===== config.mk =====
export PLATFORM = sky130hd
export DESIGN_NAME = cv_line_buffer
export DESIGN_NICKNAME = d
export VERILOG_FILES = /design/src/rtl/cv_line_buffer.sv
export SDC_FILE = /design/constraint.sdc
export NUM_CORES = 1
export LEC_CHECK = 0
export ABC_AREA = 1
export CAP_MARGIN = 20
export CORE_MARGIN = 2
export CORE_UTILIZATION = 52
export CTS_CLUSTER_DIAMETER = 30
export DETAILED_ROUTE_END_ITERATION = 6
export PLACE_DENSITY = 0.67
export SETUP_SLACK_MARGIN = 0.1
export SYNTH_ARGS = -nofsm -noshare
export SYNTH_HDL_FRONTEND = slang
export SYNTH_SLANG_ARGS = --single-unit

===== constraint.sdc =====
create_clock -name clk -period 2.1 [get_ports clk]
set_input_delay 0.42 -clock clk [delete_from_list [all_inputs] [get_ports clk]]
set_output_delay 0.42 -clock clk [all_outputs]
set_load 0.005 [all_outputs]

===== src/rtl/cv_line_buffer.sv =====
// Double-buffered 1 bpp scanline store feeding the composite-video resistor DAC.
// Optional macro CV_LINE_BUFFER_UNDERRUN_PATTERN_EN shows a checkerboard on lines that follow an underrun.
module cv_line_buffer #(
  parameter int PIXELS_PER_LINE = 256,
  parameter int PIXEL_DIV       = 10
) (
  input  logic clk,
  input  logic reset_n,
  input  logic clk_en,
  input  logic hsync,
  input  logic vsync,
  input  logic hblank,
  input  logic vblank,
  input  logic wr_valid,
  input  logic wr_data,
  output logic wr_ready,
  output logic output_450ohm,
  output logic output_900ohm,
  output logic line_swap,
  output logic underrun
);

  localparam int CNT_W = $clog2(PIXELS_PER_LINE + 1);
  localparam int IDX_W = (PIXELS_PER_LINE > 1) ? $clog2(PIXELS_PER_LINE) : 1;
  localparam int SUB_W = (PIXEL_DIV > 1) ? $clog2(PIXEL_DIV) : 1;

  localparam logic [CNT_W-1:0] LAST_IDX = CNT_W'(PIXELS_PER_LINE - 1);
  localparam logic [CNT_W-1:0] LINE_END = CNT_W'(PIXELS_PER_LINE);
  localparam logic [SUB_W-1:0] SUB_LAST = SUB_W'(PIXEL_DIV - 1);

  logic [PIXELS_PER_LINE-1:0] buf0;
  logic [PIXELS_PER_LINE-1:0] buf1;

  logic             front_sel;
  logic             back_full;
  logic             prev_hblank;
  logic [CNT_W-1:0] wr_count;
  logic [CNT_W-1:0] pix_idx;
  logic [SUB_W-1:0] sub;

  logic             swap_pt;
  logic             hblank_fall;
  logic             wr_fire;
  logic [IDX_W-1:0] wr_idx;
  logic [IDX_W-1:0] rd_idx;
  logic             front_bit;
  logic             pix_bit;
  logic [1:0]       dac_next;

  assign swap_pt     = hblank & ~prev_hblank & ~vblank;
  assign hblank_fall = ~hblank & prev_hblank;
  assign wr_ready    = ~back_full;
  assign wr_fire     = wr_valid & ~back_full;
  assign wr_idx      = wr_count[IDX_W-1:0];
  assign rd_idx      = pix_idx[IDX_W-1:0];

  // Line storage is deliberately left unreset; a discarded partial line is simply overwritten.
  always_ff @(posedge clk) begin
    if (wr_fire) begin
      if (front_sel) begin
        buf0[wr_idx] <= wr_data;
      end else begin
        buf1[wr_idx] <= wr_data;
      end
    end
  end

  always_ff @(posedge clk or negedge reset_n) begin
    if (!reset_n) begin
      prev_hblank <= 1'b0;
      front_sel   <= 1'b0;
      wr_count    <= '0;
      back_full   <= 1'b0;
      line_swap   <= 1'b0;
      underrun    <= 1'b0;
    end else begin
      prev_hblank <= hblank;
      line_swap   <= 1'b0;
      underrun    <= 1'b0;
      if (swap_pt && back_full) begin
        front_sel <= ~front_sel;
        wr_count  <= '0;
        back_full <= 1'b0;
        line_swap <= 1'b1;
      end else begin
        // A write landing on the swap cycle still counts; the line swaps at the next edge.
        if (swap_pt) begin
          underrun <= 1'b1;
        end
        if (wr_fire) begin
          wr_count <= wr_count + 1'b1;
          if (wr_count == LAST_IDX) begin
            back_full <= 1'b1;
          end
        end
      end
    end
  end

  always_ff @(posedge clk or negedge reset_n) begin
    if (!reset_n) begin
      pix_idx <= '0;
      sub     <= '0;
    end else if (hblank_fall) begin
      pix_idx <= '0;
      sub     <= '0;
    end else if (clk_en && !hblank && !vblank) begin
      if (sub == SUB_LAST) begin
        sub <= '0;
        if (pix_idx != LINE_END) begin
          pix_idx <= pix_idx + 1'b1;
        end
      end else begin
        sub <= sub + 1'b1;
      end
    end
  end

  always_comb begin
    front_bit = 1'b0;
    if (front_sel) begin
      front_bit = buf1[rd_idx];
    end else begin
      front_bit = buf0[rd_idx];
    end
  end

`ifdef CV_LINE_BUFFER_UNDERRUN_PATTERN_EN
  logic pattern_on;
  logic line_parity;

  always_ff @(posedge clk or negedge reset_n) begin
    if (!reset_n) begin
      pattern_on  <= 1'b0;
      line_parity <= 1'b0;
    end else if (swap_pt) begin
      line_parity <= ~line_parity;
      pattern_on  <= ~back_full;
    end
  end

  assign pix_bit = pattern_on ? (pix_idx[3] ^ line_parity) : front_bit;
`else
  assign pix_bit = front_bit;
`endif

  // Code 01 is never produced: active video always carries the 900 ohm leg.
  always_comb begin
    dac_next = 2'b10;
    if (hblank || vblank) begin
      dac_next = (hsync || vsync) ? 2'b00 : 2'b10;
    end else if (pix_idx < LINE_END) begin
      dac_next = {1'b1, pix_bit};
    end
  end

  always_ff @(posedge clk or negedge reset_n) begin
    if (!reset_n) begin
      output_900ohm <= 1'b0;
      output_450ohm <= 1'b0;
    end else begin
      output_900ohm <= dac_next[1];
      output_450ohm <= dac_next[0];
    end
  end

endmodule


==> results_tabular.tex <==
\begin{tabular}{lr}
\hline
Metric & Value \\
\hline
\multicolumn{2}{l}{\textbf{Floorplanning}} \\
Starting Density & about 52\% \\
Die Footprint & roughly 0.052 sq mm \\
Die Span Y & approximately 230 um \\
Std-Cell Rows & 82 \\
Total core area & roughly 0.050 sq mm \\
DIE WIDTH & 228 um \\
Io pins & 14 \\
\multicolumn{2}{l}{\textbf{Route}} \\
Routed Antenna Nets & 0 \\
Average wire per standard cell & about 21 um \\
Detailed-route DRC error count & 0 \\
Detailed-routing iteration count for the pre-antenna-repair pass & 6 \\
Average vias per placed instance & slightly below 6 \\
Final wirelength & just under 80000 um \\
Violation count after the first detailed-routing iteration & around 2800 \\
Via Count & approximately 21000 \\
\multicolumn{2}{l}{\textbf{Timing}} \\
Number of max-slew violations in the final report & 0 \\
Setup repair after global routing missed its margin & yes \\
Worst setup skew after layout & approximately 0.035 ns \\
Final number of hold-violating endpoints & 0 \\
Maximum clock frequency & $\sim$450 MHz \\
Setup ws final & -0.0993 ns \\
Post-route clock period utilization & 105\% \\
Total of endpoints with negative setup slack in the final report & 1 \\
Shortest clock period the worst path allows after layout & about 2.2 ns \\
Transition time at the pin with the least slew margin & approximately 0.66 ns \\
Relative max-transition margin & between 50 and 60\% \\
\multicolumn{2}{l}{\textbf{Layout}} \\
Most common cell after layout, fill and taps aside & nand2\_1 \\
Synthesis-to-layout area growth & 25.5\% \\
Diode count & 0 \\
Final net count & $\sim$2900 \\
Register area & roughly 0.016 sq mm \\
Footprint of the multi-input gates & $\sim$0.0085 sq mm \\
Fraction of layout cells with a size suffix above 1 & between 15 and 20\% \\
Leading cell types in the layout, fill and taps excluded & 594 x nand2\_1, 517 x nor3\_1, 512 x edfxtp\_1 \\
Count of fill cells added during filler insertion & 3763 \\
Post-Route Utilization & about 66\% \\
\multicolumn{2}{l}{\textbf{Status}} \\
Run status & finished, violations left \\
Violated checks & negative setup slack \\
\multicolumn{2}{l}{\textbf{GRT}} \\
Vias in the first global route & about 20000 \\
Total Routing Usage GR & about 29\% \\
Largest net degree at the start of global routing & about 100 \\
Leftover overflow at the end of global routing & 0 \\
First-pass GRT wire length & roughly 120000 um \\
Antenna violations before repair & 0 \\
\multicolumn{2}{l}{\textbf{Synthesis}} \\
Post-synthesis register bit count & about 540 \\
Synth Instances & $\sim$2800 \\
Post-synthesis average cell area & 9.47 sq um \\
Count of unique library cells instantiated by Yosys & 34 \\
Mapped Nets & about 2800 \\
Sequential fraction of the synthesis area & between 60\% and 70\% \\
Yosys Warn Count & 0 \\
Post-synthesis instance area & $\sim$0.026 sq mm \\
\multicolumn{2}{l}{\textbf{Clocking}} \\
Inserted Clock Buffers & $\sim$110 \\
CTS tree & built \\
Clock transition time at the flip-flop clock pins of the worst setup and hold paths & about 0.05 ns \\
Clock latency of the later-clocked register in the worst-skew pair & roughly 0.67 ns \\
CTS Sinks & 541 \\
Number of buffers on the longest clock path & 3 \\
CTS root buffer & clkbuf\_16 \\
Number of H-tree levels & 3 \\
\multicolumn{2}{l}{\textbf{Worst setup path}} \\
Arrival time worst endpoint & approximately 2.8 ns \\
Beginning of the worst register-to-register path & pix\_idx[0]\$\_DFFE\_PN0P\_ \\
Kind of critical path & reg2reg \\
CP bufs+invs & 4 \\
Cell chain of the critical path & buf\_12, clkinv\_16, buf\_16, buf\_4, o21ai\_0, nand3\_1, nand3\_2, nand2\_1, nand3\_1, nand2\_1, nor2\_1, nand2\_1, nand3\_2, a21oi\_2 \\
CP dominant cell by count & nand2\_1 \\
Required @ worst endpoint & 2.66 ns \\
Worst-path fanout max & 8 \\
Slowest cell delay on critical path & 0.48 ns \\
Crit path launch & pix\_idx[0]\$\_DFFE\_PN0P\_ \\
Crit-path slowest cell & dfrtp\_4 \\
Setup crit end kind & flip-flop \\
Largest delay contributor family on the critical path & simple AND/OR/NAND/NOR gates \\
Type of element launching the critical path & flip-flop \\
\multicolumn{2}{l}{\textbf{Placed design}} \\
Number of buffer cells added on primary ports & 13 \\
Weighted congestion reported at the end of routability-driven placement & 0.868 \\
Total half-perimeter wirelength after legalization and detailed placement & around 40000 um \\
\multicolumn{2}{l}{\textbf{Pwr}} \\
Leak pwr & $\sim$12 nW \\
Total power draw & roughly 41 mW \\
Pwr/cell area & about 1300 mW/mm\^{}2 \\
Worst vdd rail ir drop & 1150 uV \\
\multicolumn{2}{l}{\textbf{Hold path}} \\
HP Class & in2async \\
\multicolumn{2}{l}{\textbf{Job}} \\
Max capacitance violation total & 0 \\
\hline
\end{tabular}
[sequential cells by signal (all words and copies together) (netlist names)]
name	flops
back_full	1
buf0	256
buf1	256
front_sel	1
line_swap	1
output_450ohm	1
output_900ohm	1
pix_idx	9
prev_hblank	1
sub	4
underrun	1
wr_count	9
[power by group]
| part | total [mW] | internal [mW] | leakage (nW) | switching, mW |
|---|---|---|---|---|
| clock | 17.9 | 12.1 | 1.88 | 5.78 |
| combinational | 11.3 | 3.96 | 5.15 | 7.34 |
| sequential | 12.2 | 12.0 | 4.98 | 0.189 |
[routing by layer]
layer | wire [um] | global-route usage [%] | part of all wire (%)
met2 | 36700 | 46.9 | 48
met3 | 7690 | 5.61 | 10
met5 | 0 | 0 | 0
met4 | 2830 | 12.8 | 3.7
met1 | 30000 | 38.5 | 39
[per-stage QoR]
step           hold WS [ns]  instances  area [sq um]  setup TNS, ns  setup WS, ns
5_1_grt               0.149       3605         32700         -0.224        -0.224
2_1_floorplan         0.124       2754         26100              0         0.389
6_report              0.124       3605         32700        -0.0993       -0.0993
3_3_place_gp          0.415       3354         27700          -2.77        -0.103
4_1_cts               0.122       3590         32300       -0.00396      -0.00396
3_5_place_dp          0.415       3354         27700          -7.15        -0.172
[cells in the mapped netlist]
| cell | instances | area [sq um] |
|---|---|---|
| nand2_1 | 627 | 2350 |
| o21a_1 | 1 | 7.51 |
| nand3_1 | 178 | 891 |
| a2111oi_0 | 1 | 8.76 |
| or2_2 | 8 | 50.1 |
| o21ai_0 | 112 | 561 |
| inv_2 | 3 | 11.3 |
| edfxtp_1 | 512 | 15400 |
| buf_6 | 21 | 236 |
| a221oi_1 | 1 | 8.76 |
| nor2_1 | 249 | 935 |
| nor3b_1 | 2 | 15.0 |
| buf_4 | 28 | 210 |
| inv_6 | 1 | 8.76 |
| buf_1 | 17 | 63.8 |
| dfrtp_1 | 29 | 726 |
| inv_4 | 1 | 6.26 |
| nor3_1 | 518 | 2590 |
| o21ai_1 | 26 | 130 |
| nor2_4 | 1 | 11.3 |
| ha_1 | 8 | 100 |
| buf_8 | 2 | 30.0 |
| nor3_2 | 3 | 30.0 |
| xor2_1 | 2 | 17.5 |
| a21oi_1 | 31 | 155 |
| and3_1 | 1 | 6.26 |
| inv_1 | 151 | 567 |
| nor4_1 | 4 | 25.0 |
| o22ai_1 | 3 | 18.8 |
| o211ai_1 | 21 | 158 |
| nand2_2 | 1 | 6.26 |
| clkinv_1 | 2 | 7.51 |
| buf_2 | 34 | 170 |
| clkbuf_1 | 155 | 582 |
[worst reg2reg max path: stages, from the launching register on]
cell       delay, ns
dfrtp_4         0.48
buf_12          0.17
clkinv_16       0.10
buf_16          0.17
buf_4           0.16
o21ai_0         0.24
nand3_1         0.16
nand3_2         0.14
nand2_1         0.06
nand3_1         0.07
nand2_1         0.06
nor2_1          0.09
nand2_1         0.07
nand3_2         0.08
a21oi_2         0.06
[cells by family after synthesis]
| logic type | Yosys count | share of synthesized area, % |
|---|---|---|
| AND/OR/NAND/NOR | 1592 | 26.5 |
| flip-flops | 541 | 61.7 |
| buffers and inverters | 415 | 7.26 |
| AO/OA/AOI/OAI | 196 | 4.02 |
| adder cells (fa/ha/maj) | 8 | 0.384 |
| XOR/XNOR | 2 | 0.0672 |
[final cells by class]
type | count | area share, %
flip-flops and latches | 541 | 49.2
multi-input cells | 1798 | 26.0
clock buffers | 143 | 9.33
repair buffers | 220 | 8.40
well taps | 672 | 2.57
clock inverters | 71 | 2.47
inverters | 158 | 1.93
repair inverters | 2 | 0.0994
[final timing paths]
path / endpoint / slack, ns / cells after the start
worst max-delay path: output_450ohm$_DFF_PN0_ / -0.1 / 14
min in group clk: buf1[225]$_DFFE_PP_ / 0.16 / 1
max in group asynchronous: wr_count[7]$_DFFE_PN0P_ / 1.55 / 3
worst max register to register: output_450ohm$_DFF_PN0_ / -0.1 / 14
worst min-delay path: sub[0]$_DFFE_PN0P_ / 0.12 / 2
worst min register to register: underrun$_DFF_PN0_ / 0.45 / 1
[repair_timing]
action	4_1_cts	5_1_grt
setup endpoints to repair	8	8
pin swaps	32	51
gates resized for setup	87	84
setup buffers	8	13
hold buffers	0	0
gates cloned	14	4
Note: power is estimated with default switching activity, not from simulation.
